## config.mk

```make
export PLATFORM = sky130hd
export DESIGN_NAME = fruit_template_scorer
export DESIGN_NICKNAME = d
export VERILOG_FILES = /design/src/rtl/fruit_isp_pkg.sv /design/src/rtl/word_popcount.sv /design/src/rtl/fruit_template_scorer.sv
export SDC_FILE = /design/constraint.sdc
export NUM_CORES = 1
export LEC_CHECK = 0
export CAP_MARGIN = 40
export CORE_MARGIN = 8
export CORE_UTILIZATION = 35
export DETAILED_ROUTE_END_ITERATION = 6
export PLACE_DENSITY_LB_ADDON = 0.25
export SETUP_SLACK_MARGIN = 0.3
export SYNTH_ARGS = -nofsm -noshare
export SYNTH_HDL_FRONTEND = slang
export SYNTH_SLANG_ARGS = --single-unit
export TNS_END_PERCENT = 30
```

## constraint.sdc

```tcl
create_clock -name clk -period 6.4 [get_ports clk]
set_input_delay 0.64 -clock clk [delete_from_list [all_inputs] [get_ports clk]]
set_output_delay 0.64 -clock clk [all_outputs]
set_load 0.02 [all_outputs]
```

## src/rtl/fruit_isp_pkg.sv

```systemverilog
// Shared definitions for the fruit template scorers and their ROM wrappers:
// default geometry and the scorer FSM state encoding.
package fruit_isp_pkg;

  localparam int ADDR_WIDTH_DEF  = 11;
  localparam int DATA_WIDTH_DEF  = 8;
  localparam int SCORE_WIDTH_DEF = 15;

  typedef enum logic [1:0] {
    S_IDLE  = 2'd0,
    S_RUN   = 2'd1,
    S_DRAIN = 2'd2,
    S_DONE  = 2'd3
  } scorer_state_t;

endpackage

```

## src/rtl/word_popcount.sv

```systemverilog
// Combinational population count of one data word.
module word_popcount #(
  parameter int DATA_WIDTH = 8,
  localparam int CNT_WIDTH = $clog2(DATA_WIDTH + 1)
) (
  input  logic [DATA_WIDTH-1:0] word,
  output logic [CNT_WIDTH-1:0]  count
);

  always_comb begin
    count = '0;
    for (int i = 0; i < DATA_WIDTH; i++) begin
      count = count + CNT_WIDTH'(word[i]);
    end
  end

endmodule

```

## src/rtl/fruit_template_scorer.sv

```systemverilog
// Scores one streamed feature frame against a template ROM by counting agreeing
// bits (XNOR popcount) and flags whether the score reaches a latched threshold.
module fruit_template_scorer
  import fruit_isp_pkg::*;
#(
  parameter int ADDR_WIDTH  = ADDR_WIDTH_DEF,
  parameter int DATA_WIDTH  = DATA_WIDTH_DEF,
  parameter int SCORE_WIDTH = SCORE_WIDTH_DEF
) (
  input  logic                   clk,
  input  logic                   rst,
  input  logic                   start,
  input  logic [DATA_WIDTH-1:0]  feat_data,
  input  logic                   feat_valid,
  output logic                   feat_ready,
  output logic [ADDR_WIDTH-1:0]  rom_addr,
  input  logic [DATA_WIDTH-1:0]  rom_data,
  input  logic [SCORE_WIDTH-1:0] match_thresh,
  output logic                   busy,
  output logic                   done,
  output logic [SCORE_WIDTH-1:0] score,
  output logic                   match,
  output logic [1:0]             state_dbg
);

  localparam int NUM_WORDS = 2 ** ADDR_WIDTH;
  localparam int CNT_WIDTH = $clog2(DATA_WIDTH + 1);

  // Handshake: a feature word transfers in any cycle where feat_valid and
  // feat_ready are both high; feat_ready depends only on registered state, and
  // the producer must hold feat_data stable while feat_valid is high and not accepted.

  scorer_state_t          state_q, state_d;
  logic [ADDR_WIDTH-1:0]  idx_q;
  logic [SCORE_WIDTH-1:0] acc_q;
  logic [DATA_WIDTH-1:0]  feat_q;
  logic                   feat_q_vld;
  logic [SCORE_WIDTH-1:0] thresh_q;
  logic [SCORE_WIDTH-1:0] score_q;
  logic                   match_q;

  logic                   accept;
  logic                   last_word;
  logic                   start_ok;
  logic [DATA_WIDTH-1:0]  agree;
  logic [CNT_WIDTH-1:0]   agree_cnt;
  logic [SCORE_WIDTH-1:0] acc_sum;

  assign accept    = feat_valid & feat_ready;
  assign last_word = (idx_q == ADDR_WIDTH'(NUM_WORDS - 1));
  assign start_ok  = start & (state_q == S_IDLE);

  // ROM data lines up with the word registered one cycle earlier.
  assign agree = ~(rom_data ^ feat_q);

  word_popcount #(
    .DATA_WIDTH (DATA_WIDTH)
  ) u_popcount (
    .word  (agree),
    .count (agree_cnt)
  );

  assign acc_sum = feat_q_vld ? (acc_q + SCORE_WIDTH'(agree_cnt)) : acc_q;

  always_ff @(posedge clk) begin
    if (rst) begin
      state_q <= S_IDLE;
    end else begin
      state_q <= state_d;
    end
  end

  always_comb begin
    state_d = state_q;
    case (state_q)
      S_IDLE:  if (start)                 state_d = S_RUN;
      S_RUN:   if (accept && last_word)   state_d = S_DRAIN;
      S_DRAIN:                            state_d = S_DONE;
      S_DONE:                             state_d = S_IDLE;
      default:                            state_d = S_IDLE;
    endcase
  end

  always_comb begin
    feat_ready = (state_q == S_RUN);
    busy       = (state_q != S_IDLE);
    done       = (state_q == S_DONE);
  end

  always_ff @(posedge clk) begin
    if (rst) begin
      idx_q      <= '0;
      acc_q      <= '0;
      feat_q     <= '0;
      feat_q_vld <= 1'b0;
      thresh_q   <= '0;
      score_q    <= '0;
      match_q    <= 1'b0;
    end else if (start_ok) begin
      idx_q      <= '0;
      acc_q      <= '0;
      feat_q_vld <= 1'b0;
      thresh_q   <= match_thresh;
    end else begin
      feat_q_vld <= accept;
      if (accept) begin
        feat_q <= feat_data;
        if (!last_word) begin
          idx_q <= idx_q + 1'b1;
        end
      end
      acc_q <= acc_sum;
      // The final word is folded in during DRAIN, so publish that sum directly.
      if (state_q == S_DRAIN) begin
        score_q <= acc_sum;
        match_q <= (acc_sum >= thresh_q);
      end
    end
  end

  assign rom_addr  = idx_q;
  assign score     = score_q;
  assign match     = match_q;
  assign state_dbg = state_q;

endmodule
```

Word level (Yosys, flattened, before mapping)
Index checks and enable logic that the tools add are counted.

cells by class
  add/subtract/negate cells = 9
  magnitude comparators = 1
  equality and inequality tests = 6
  mux-type cells = 4
  bitwise gates (word level) = 6
  reduce and logical (&&, ||, !) cells = 8

operators with widths
  operator                                                                 count
  4-bit by 1-bit adder with 4-bit output                                   6
  15-bit by 4-bit adder with 15-bit output                                 1
  15-bit greater-or-equal comparator                                       1
  15-bit two-way mux                                                       1
  11-bit by 1-bit adder with 11-bit output, second input constant          1
  11-bit == test, second input constant                                    1
  8-bit inverter                                                           1
  2-bit case mux with 4 select lines                                       1
  2-bit AND reduction                                                      4
  8-bit bitwise XOR                                                        1
  2-bit == test, second input constant                                     2
  2-bit two-way mux                                                        2
  1-bit by 1-bit adder with 2-bit output                                   1
  1-bit AND                                                                2
  2-bit by 1-bit == test with 1-bit output, second input constant          1
  2-bit zero test                                                          1
  2-bit by 1-bit inequality test with 1-bit output, second input constant  1
  2-bit inequality test, second input constant                             1
  1-bit inverter                                                           2
  2-bit nonzero test                                                       1
  2-bit OR reduction                                                       1
  1-bit logical AND                                                        1

word-level totals
  register bits after elaboration = 68
  input bits = 35

Longest topological paths before layout
Gate-level depths: netlist (run 1).

  depth in word-level cells = 12
  mapped depth = 21
  gate-level depth less buffers = 21

By module
From an unflattened synthesis (run 1), not the netlist that was laid out.

second synthesis, totals
  cells, all modules = 413
  area total of the unflattened synthesis = 3474.6 um^2

modules (own cells, without submodules)
  module                 times used  cells each  area an instance (um^2)
  fruit_template_scorer  1           389         3284.4
  word_popcount          1           24          190.2

Least setup slack after synthesis (run 1)
Ideal clock, no wire load.

  kind = input to register
  start = in rom_data[0]
  end = reg match_q (netlist: match)
  arrival = 5300 ps
  required time = 6294 ps
  setup slack = 994 ps
  stages on the path = 19
  buffers on the path = 0
  path through = xnor2_1 -> ha_1 -> inv_1 -> fa_1 -> fa_1 -> fa_1 -> inv_1 -> fa_1 -> ha_1 -> a211oi_1 -> o21a_1 -> or4b_4 -> xor2_1 -> inv_1 -> ha_1 -> nand2_1 -> nor4_1 -> inv_1 -> o311ai_0

between the ends
  word-level cells in the longest chain between the ends = 12

ends and longest elaborated chain
  item                                                 RTL line                      RTL
  start, declared                                      fruit_template_scorer.sv:17   input logic [DATA_WIDTH-1:0] rom_data,
  8-bit bitwise XOR                                    fruit_template_scorer.sv:54   assign agree = ~(rom_data ^ feat_q);
  8-bit inverter                                       fruit_template_scorer.sv:54
  1-bit by 1-bit adder with 2-bit output               word_popcount.sv:13           count = count + CNT_WIDTH'(word[i]);
  4-bit by 1-bit adder with 4-bit output (6 in a row)  word_popcount.sv:13
  15-bit by 4-bit adder with 15-bit output             fruit_template_scorer.sv:63   assign acc_sum = feat_q_vld ? (acc_q + SCORE_WIDTH'(agree_cnt)) : acc_q;
  15-bit two-way mux                                   fruit_template_scorer.sv:63
  named net acc_sum[13]                                fruit_template_scorer.sv:47   logic [SCORE_WIDTH-1:0] acc_sum;
  15-bit greater-or-equal comparator                   fruit_template_scorer.sv:116  match_q <= (acc_sum >= thresh_q);
  end signal, assigned                                 fruit_template_scorer.sv:116
  end, declared                                        fruit_template_scorer.sv:40   logic match_q;

The timed path passes the listed nets, and every way through them passes these cells.
A chain may end at the register's enable or synchronous reset.

Worst setup path after layout (run 1)
Same ends and word-level chain as after synthesis.

==> results of run 1 <==
==> flip-flops by register name (all words and copies together) (netlist names) <==
register,cells
feat_q_vld,1
score,15
feat_q,8
match,1
rom_addr,11
thresh_q,15
acc_q,15
state_dbg,2
==> stage by stage <==
step | hold slack [ns] | utilization | setup WS (ns) | total power [mW] | instances
global placement | 0.447 | 0.439 | 0.373 | 1.17 | 599
detailed placement | 0.448 | 0.440 | 0.210 | 1.19 | 600
CTS | 0.458 | 0.460 | 0.544 | 1.55 | 616
floorplan | 0.436 | - | 0.994 | 0.975 | 409
global route | 0.471 | 0.462 | 0.345 | 1.66 | 616
finish | 0.454 | 0.462 | 0.686 | 1.52 | 616
==> what timing repair did <==
item | CTS | global route
setup endpoints to repair | 0 | 1
hold endpoints to repair | 0 | 0
setup buffers | 0 | 0
gates resized for setup | 0 | 2
==> cell type report <==
class	instances	area (um2)
Fill cell	973	5210
Inverter	43	161
Multi-Input combinational cell	284	1880
Clock inverter	7	67.6
Clock buffer	9	124
Timing Repair Buffer	72	713
Tap cell	133	166
Sequential cell	68	1360
==> synth_stat cells, drive strengths merged (7+ instances only) <==
cell type / count
dfxtp: 68
nand2: 60
nor2: 47
inv: 43
a21oi: 33
ha: 28
a211oi: 20
xnor2: 15
xor2: 13
clkbuf: 12
o21ai: 8
nand3: 7
==> tightest hold or removal path, stage by stage, from the launching register on <==
cell	delay, ns
dfxtp_1	0.31
nand2_1	0.05
a21oi_1	0.05
==> placed cells by master (no fill, tap or decap), types with 9 or more instances in the layout <==
cell type	instances
a211oi_1	19
a21oi_1	33
clkbuf_8	9
clkdlybuf4s50_1	66
dfxtp_1	68
ha_1	28
inv_1	43
nand2_1	60
nor2_1	47
xnor2_1	15
xor2_1	12
==> worst min path at each step <==
stage	start	slack (ns)	depth (start not counted)	endpoint
after global routing	thresh_q[1]	0.47	2	thresh_q[1]
final	thresh_q[11]	0.45	2	thresh_q[11]
after CTS	thresh_q[6]	0.46	2	thresh_q[6]
after detailed placement	thresh_q[6]	0.45	2	thresh_q[6]
after global placement	thresh_q[14]	0.45	2	thresh_q[14]
after floorplan	thresh_q[10]	0.44	2	thresh_q[10]
==> cell families (layout without fill, tap and decap cells) <==
kind of cell,count (synthesis),count (layout),synth area share
AOI/OAI and AO/OA,77,77,0.143
xor gates and xnor gates,28,28,0.0712
adders and majority gates,33,33,0.131
buffers and inverters,57,131,0.0643
DFF,68,68,0.395
muxes,5,5,0.0145
and+or+nand+nor,141,141,0.181
==> metal layers <==
layer  routed length [um]  vias to the layer above
met3                  378                       17
met5                    0                        -
li1                     -                     1504
met1                 3670                     1288
met4                  211                        0
met2                 3550                       47
==> power by group <==
part / switching, mW / internal (mW)
registers: 0.0443 / 0.496
clock network: 0.169 / 0.178
logic: 0.353 / 0.281
==> results.cfg, run 1 <==
[synthesis]
synth.top_cells.by_area = dfxtp_1 (40%), ha_1 (10%), nand2_1 (6.5%)
syn_nets = 477
synth-edff-count = 0
avgSynthCellArea_um2 = 8.42
synth_cells = 409
synth_cell_types = 40
ys_warn_count = 0
synth_seq_cells = 68
syn-cell-area_mm2 = 0.00345
yosys_most_used_dff = dfxtp_1
ys_seq_area_frac = 0.395
synth_top_cell_area_share = 0.395
yosysTopAreaCell = dfxtp_1
synth_async_sr_flop_share = 0

[cts]
clock-root-buffer = clkbuf_8
numClockSinks = 68
cts-buffers-inserted = 9
cts_hold_buf = 0
clk_pin_slew_ns = 0.07
worstSkewPairLatency_ns = 0.35
htree_levels = 3
cts_tree = built
clock_path_buffers = 2

[floorplanning]
io_pins = 67
die_area_mm2 = 0.0133
design.core.area_mm2 = 0.00968
start_util = 0.356
die_h_um = 115
rows = 36
die_w_um = 115

[sta]
max_slew.worst_pin.slew_ns = 0.577
rsz0062_at_grt = false
slew_viol_final = 0
max_freq_mhz = 175
finalCritPeriodShare = 0.893
skew_ns = 0.00806
finalHoldViolations = 0
setup_viol = 0
post-route-min-period_ns = 5.71
relSlewSlack = 0.616
tns_ns = 0

[grt]
grt_usage = 0.129
grt_use_met1 = 0.162
grt_overflow = 0
grt_antenna_before_repair = 0
grt_use_met2 = 0.190
grt_pass1_vias = 2888
busiest_layer = met2
grt_max_degree = 46
met3_usage = 0.0368
grt_pass1_wl_um = 13600

[route]
drtAntennaViolNets = 0
drt-pass1-iter-count = 4
vias_per_cell = 4.64
wl_per_cell_um = 12.7
vias = 2856
wl_um = 7810
route.detailed.drc = 0
first_iter_violations = 92

[setup_path]
crit_path_end = match
worst-path-stages = 21
slowest_stage = or4b_4
critical_path_required_ns = 6.61
critPathMaxStageDelay_ns = 0.54
arrival_ns = 5.93
r2r-start = feat_q[1]
rr_endpoint = match
cp_common_cell = fa_1
cp_top_family = adder cells
rrSetupSlack_ns = 1.09
reg2regPathDepth = 20
crit_chain = clkdlybuf4s50_1 -> xnor2_1 -> ha_1 -> inv_1 -> fa_1 -> fa_1 -> fa_1 -> inv_1 -> fa_1 -> ha_1 -> a211oi_1 -> o21a_1 -> or4b_4 -> xor2_2 -> inv_1 -> ha_1 -> nand2_1 -> nor2_1 -> a2111oi_0 -> or3_1 -> o311ai_0
critPathCaptureType = register
worst-setup-path-type = in2reg
crit_fanout = 5
path_buf_inv = 4
cp-startpoint = rom_data[0]
worstSetupStartpointType = primary input

[place]
gp_congestion = 0.823
port_buffers = 66
dpl.hpwl_um = 6000
placed_cell_area_mm2 = 0.00427

[min_path]
hold_class = reg2reg

[status]
status = finished, final reports clean

[power_and_ir_drop]
power.density_mw_per_mm2 = 340
vdd_ir_drop_max_uv = 109
p_leak_nw = 1.79

[layout]
drive_gt1_frac = 0.0600
diodes = 0
final_area_mm2 = 0.00447
fin_nets = 546
syn2layout_area_growth_pct = 29.7

[run]
drv_cap = 0
Note: power is estimated with default switching activity, not from simulation.
==> run 2, diff against run 1 <==
- ABC_AREA: default -> 1
- SETUP_SLACK_MARGIN: 0.3 -> default
==> results.cfg, run 2 <==
[setup_path]
critPathCaptureType = register
arrival_ns = 5.32
rrSetupSlack_ns = 1.70
crit_fanout = 4
worstSetupStartpointType = primary input
rr_endpoint = match
r2r-start = feat_q[1]
reg2regPathDepth = 25
worst-setup-path-type = in2reg
crit_path_end = match
cp-startpoint = rom_data[0]
critical_path_required_ns = 6.64

[sta]
setup_viol = 0
rsz0062_at_grt = false
relSlewSlack = 0.455
max_slew.worst_pin.slew_ns = 0.816
setup_slack_ns = 1.32
skew_ns = 0.00625
tns_ns = 0
max_freq_mhz = 197
post-route-min-period_ns = 5.08
finalCritPeriodShare = 0.794
slew_viol_final = 0
finalHoldViolations = 0

[layout]
syn2layout_area_growth_pct = 26.9
register_area_mm2 = 0.00136
diodes = 0
most-common-layout-cells = nand2_1 (91), inv_1 (79), dfxtp_1 (68)
layoutNonFillerInstCount = 729
final_area_mm2 = 0.00477
fillers = 1117
drive_gt1_frac = 0.0713
fin_nets = 652
layout_commonest_cell = nand2_1
multi_input_area_mm2 = 0.00203

[floorplanning]
design.core.area_mm2 = 0.0107
rows = 38
start_util = 0.353
die_w_um = 120
die_h_um = 120
io_pins = 67
die_area_mm2 = 0.0143

[status]
status = finished, final reports clean

[cts]
cts-buffers-inserted = 9
clock_path_buffers = 2
worstSkewPairLatency_ns = 0.35
numClockSinks = 68
cts_tree = built
postCtsResizedCells = 0
clock-root-buffer = clkbuf_8
postCtsSetupRepairBufs = 0
cts_hold_buf = 0
clk_pin_slew_ns = 0.08
htree_levels = 3

[synthesis]
ys_seq_area_frac = 0.362
synth_fa_ha_area_frac = 0.120
synth_seq_cells = 68
yosysMostFrequentCell = nand2_1
synth_cells = 517
avgSynthCellArea_um2 = 7.27
synth.top_cells.by_area = dfxtp_1 (36%), ha_1 (9.3%), nand2_1 (9.1%)
synth-edff-count = 0
synth_mux_area_frac = 0
synth-xor-area-share = 0.0326
ys_warn_count = 0
synth_async_sr_flop_share = 0
syn-cell-area_mm2 = 0.00376
synth_top_family_by_area = simple AND/OR/NAND/NOR gates
yosysTopAreaCell = dfxtp_1
syn_nets = 585
synth_simple_gate_area_share = 0.254
yosys_most_used_dff = dfxtp_1
ys_top_cells_by_count = nand2_1 (91), inv_1 (79), dfxtp_1 (68)
synth_top_cell_area_share = 0.362
synth_cell_types = 35
synth_compound_area_frac = 0.133

[grt]
grt_overflow = 0
grt_pass1_vias = 3342
grt_max_degree = 31
grt_pass1_wl_um = 15700
grt_usage = 0.134
grt_antenna_before_repair = 0

[power_and_ir_drop]
vdd_ir_drop_max_uv = 168
power.density_mw_per_mm2 = 343
switching_share = 0.401
switching_power_uw = 656
combPwrFrac = 0.449
power_frac_seq = 0.336
p_leak_nw = 2.12
p_int_uw = 982
pwr-share-clk = 0.215

[place]
gp_congestion = 0.893
dp_cells = 713
port_buffers = 66
placed_cell_area_mm2 = 0.00458
dpl.hpwl_um = 7300
dpl_worst_slack_ns = 0.931

[route]
vias = 3359
first_iter_violations = 147
vias_per_cell = 4.61
drt-pass1-iter-count = 4
route.detailed.drc = 0
wl_um = 9340
wl_per_cell_um = 12.8
drtAntennaViolNets = 0

[min_path]
hold_class = reg2reg

[run]
drv_cap = 0
run 2: cell count changes after synthesis, sizes merged, moves of 13 or more:
cell	delta
nand2	+41
nor2	+23
a211oi	-20
o21ai	+33
xnor2	-13
inv	+37
a21oi	+14
nand3	+17
run 2: area by class of cell:
cell class | instances | area share
multi-input cells | 355 | 0.425
flip-flops and latches | 68 | 0.285
repair buffers | 69 | 0.149
inverters | 81 | 0.0642
well taps | 140 | 0.0367
clock buffers | 10 | 0.0267
clock inverters | 6 | 0.0136
run 2: power groups by stage:
stage,clock [mW],sequential (mW),combinational (mW)
3_5_place_dp,0,0.560,0.744
2_1_floorplan,0,0.595,0.459
5_1_grt,0.384,0.561,0.832
6_report,0.353,0.550,0.736
4_1_cts,0.364,0.551,0.748
3_3_place_gp,0,0.558,0.718
run 2: per-stage QoR:
stage | utilization | total power, mW | hold WS [ns]
after floorplan | - | 1.05 | 0.435
after global placement | 0.426 | 1.28 | 0.460
after detailed placement | 0.430 | 1.30 | 0.457
after CTS | 0.448 | 1.66 | 0.469
after global routing | 0.448 | 1.78 | 0.493
final | 0.448 | 1.64 | 0.468
run 2: metal layers:
layer	GRT usage	share of wire
met4	0.0414	0.013
met3	0.0479	0.053
met5	0	0
met2	0.223	0.48
met1	0.159	0.45
run 2: worst min path at each step:
stage               slack [ns]      endpoint    startpoint  depth (start not counted)
CTS                       0.47  thresh_q[11]  thresh_q[11]                          2
global route              0.49  thresh_q[12]  thresh_q[12]                          2
floorplan                 0.44  thresh_q[10]  thresh_q[10]                          2
detailed placement        0.46  thresh_q[11]  thresh_q[11]                          2
finish                    0.47  thresh_q[11]  thresh_q[11]                          2
global placement          0.46  thresh_q[12]  thresh_q[12]                          2
run 2: kinds of logic after synthesis:
| logic type | after synthesis |
|---|---|
| XOR/XNOR | 14 |
| AND/OR/NAND/NOR | 215 |
| flip-flops | 68 |
| buffers and inverters | 94 |
| AO/OA/AOI/OAI | 93 |
| adder cells (fa/ha/maj) | 33 |
run 2: worst max-delay path, stage by stage:
cell             delay, ns
clkdlybuf4s50_1       0.42
xnor2_1               0.14
ha_1                  0.28
inv_1                 0.05
fa_1                  0.50
fa_1                  0.58
fa_1                  0.17
inv_1                 0.07
fa_1                  0.50
inv_1                 0.06
fa_1                  0.43
inv_1                 0.08
nand3_2               0.09
nand2_2               0.12
nand2_2               0.06
o21ai_1               0.17
nand2_1               0.12
ha_1                  0.30
nand2_1               0.09
inv_1                 0.06
a21oi_1               0.14
nand2_1               0.06
nand2_1               0.05
nand2_1               0.05
nand2_1               0.05
a21oi_1               0.05
==> run 3, diff against run 2 <==
- clock period: 6.4 -> 4.9 ns (I/O delays scaled with it)
==> results.cfg, run 3 (same netlist as run 2, synthesis figures left out) <==
[status]
status = finished, final reports clean

[setup_path]
worst-setup-path-type = in2reg
worstSetupStartpointType = primary input
critPathCaptureType = register
critPathMaxStageDelay_ns = 0.52
critical_path_required_ns = 5.18
arrival_ns = 4.81
crit_fanout = 3
cp_common_cell = nand2_1
slowest_stage = fa_1
cp_top_family = adder cells
path_buf_inv = 5

[sta]
relSlewSlack = 0.441
finalCritPeriodShare = 0.926
max_freq_mhz = 220
hold_ws_ns = 0.464
max_slew.worst_pin.slew_ns = 0.837
finalHoldViolations = 0
skew_ns = 0.0115
post-route-min-period_ns = 4.54
rsz0062_at_grt = false
slew_viol_final = 0
setup_viol = 0

[route]
vias = 3467
wl_um = 9570
wl_per_cell_um = 12.6
route.detailed.drc = 0
drtAntennaViolNets = 0
first_iter_violations = 125
drt-pass1-iter-count = 4
vias_per_cell = 4.58

[layout]
most-common-layout-cells = nand2_1 (84), inv_1 (75), dfxtp_1 (68)
diodes = 0
fillers = 1084
drive_gt1_frac = 0.147
final_util = 0.478
layout_commonest_cell = nand2_1
syn2layout_area_growth_pct = 35.3
fin_nets = 681

[floorplanning]
design.core.area_mm2 = 0.0107
die_w_um = 120
start_util = 0.353
die_area_mm2 = 0.0143
die_h_um = 120
rows = 38
io_pins = 67

[cts]
cts-buffers-inserted = 9
cts_tree = built
htree_levels = 3
clock_path_buffers = 2
numClockSinks = 68
clock-root-buffer = clkbuf_8
cts_hold_buf = 0
clk_pin_slew_ns = 0.08
worstSkewPairLatency_ns = 0.34

[grt]
grt_pass1_vias = 3444
grt_antenna_before_repair = 0
grt_max_degree = 31
grt_overflow = 0
grt_usage = 0.135
grt_pass1_wl_um = 15900

[run]
drv_cap = 0

[power_and_ir_drop]
vdd_ir_drop_max_uv = 190
power.density_mw_per_mm2 = 435
p_leak_nw = 2.28

[place]
dpl.hpwl_um = 7410
port_buffers = 66
gp_congestion = 0.868

[min_path]
hold_class = reg2reg
-- run 3: area by class of cell --
class | count | area, um2 | share of cell area
tap | 140 | 175 | 0.0344
multi-input combinational | 355 | 2120 | 0.417
clock buffer | 9 | 124 | 0.0243
sequential | 68 | 1360 | 0.268
timing repair buffer | 98 | 933 | 0.183
clock inverter | 6 | 66.3 | 0.0130
inverter | 81 | 307 | 0.0602
-- run 3: path summary, 6_finish.rpt --
| path | startpoint | end | slack [ns] | cells after the start |
|---|---|---|---|---|
| setup / recovery | rom_data[4] | match | 0.36 | 26 |
| hold reg to reg | thresh_q[5] | thresh_q[5] | 0.46 | 2 |
| hold / removal | thresh_q[5] | thresh_q[5] | 0.46 | 2 |
| setup reg to reg | feat_q[1] | match | 0.43 | 27 |
-- run 3: worst register-to-register path, cell delays in order (launching register included) --
cell     delay, ns
dfxtp_1       0.33
xnor2_1       0.13
ha_1          0.29
inv_1         0.07
fa_1          0.42
fa_1          0.51
fa_2          0.19
inv_2         0.04
fa_1          0.52
inv_1         0.06
fa_2          0.35
inv_2         0.08
nand3_4       0.09
nand2_4       0.12
nand2_2       0.07
nor2_2        0.10
nand2_1       0.07
nand2_2       0.07
inv_2         0.04
ha_4          0.26
nand2_1       0.05
nor2_1        0.10
nand2_1       0.06
nor2_1        0.09
nor2_1        0.05
nand2_1       0.06
nand2_1       0.06
a21oi_2       0.13
-- run 3: what timing repair did --
action,4_1_cts,5_1_grt
setup endpoints to repair,1,1
buffers inserted,0,5
pin swaps,1,20
resized for setup,2,24
cloned,0,0
-- run 3: report_power, final --
| part | internal, mW | switching, mW |
|---|---|---|
| Combinational | 0.454 | 0.587 |
| Sequential | 0.656 | 0.0632 |
| Clock | 0.232 | 0.221 |
| Total | 1.34 | 0.872 |
-- run 3: metal layers --
layer  up-vias  routed length [um]  global-route usage
li1       1831                   -                   -
met1      1568                4230               0.157
met2        62                4690               0.232
met3         6                 567              0.0446
met4         0                  80              0.0406
met5         -                   0                   0
-- run 3: metrics by stage --
step	instance area, um2	setup WS [ns]	std cells	TNS, ns	total power, mW
global placement	4720	-0.345	735	-0.345	1.70
detailed placement	4760	-0.380	737	-0.380	1.75
finish	5090	0.362	757	0	2.21
global route	5090	0.105	757	0	2.41
CTS	4960	0.00388	752	0	2.21
floorplan	3760	0.326	517	0	1.38
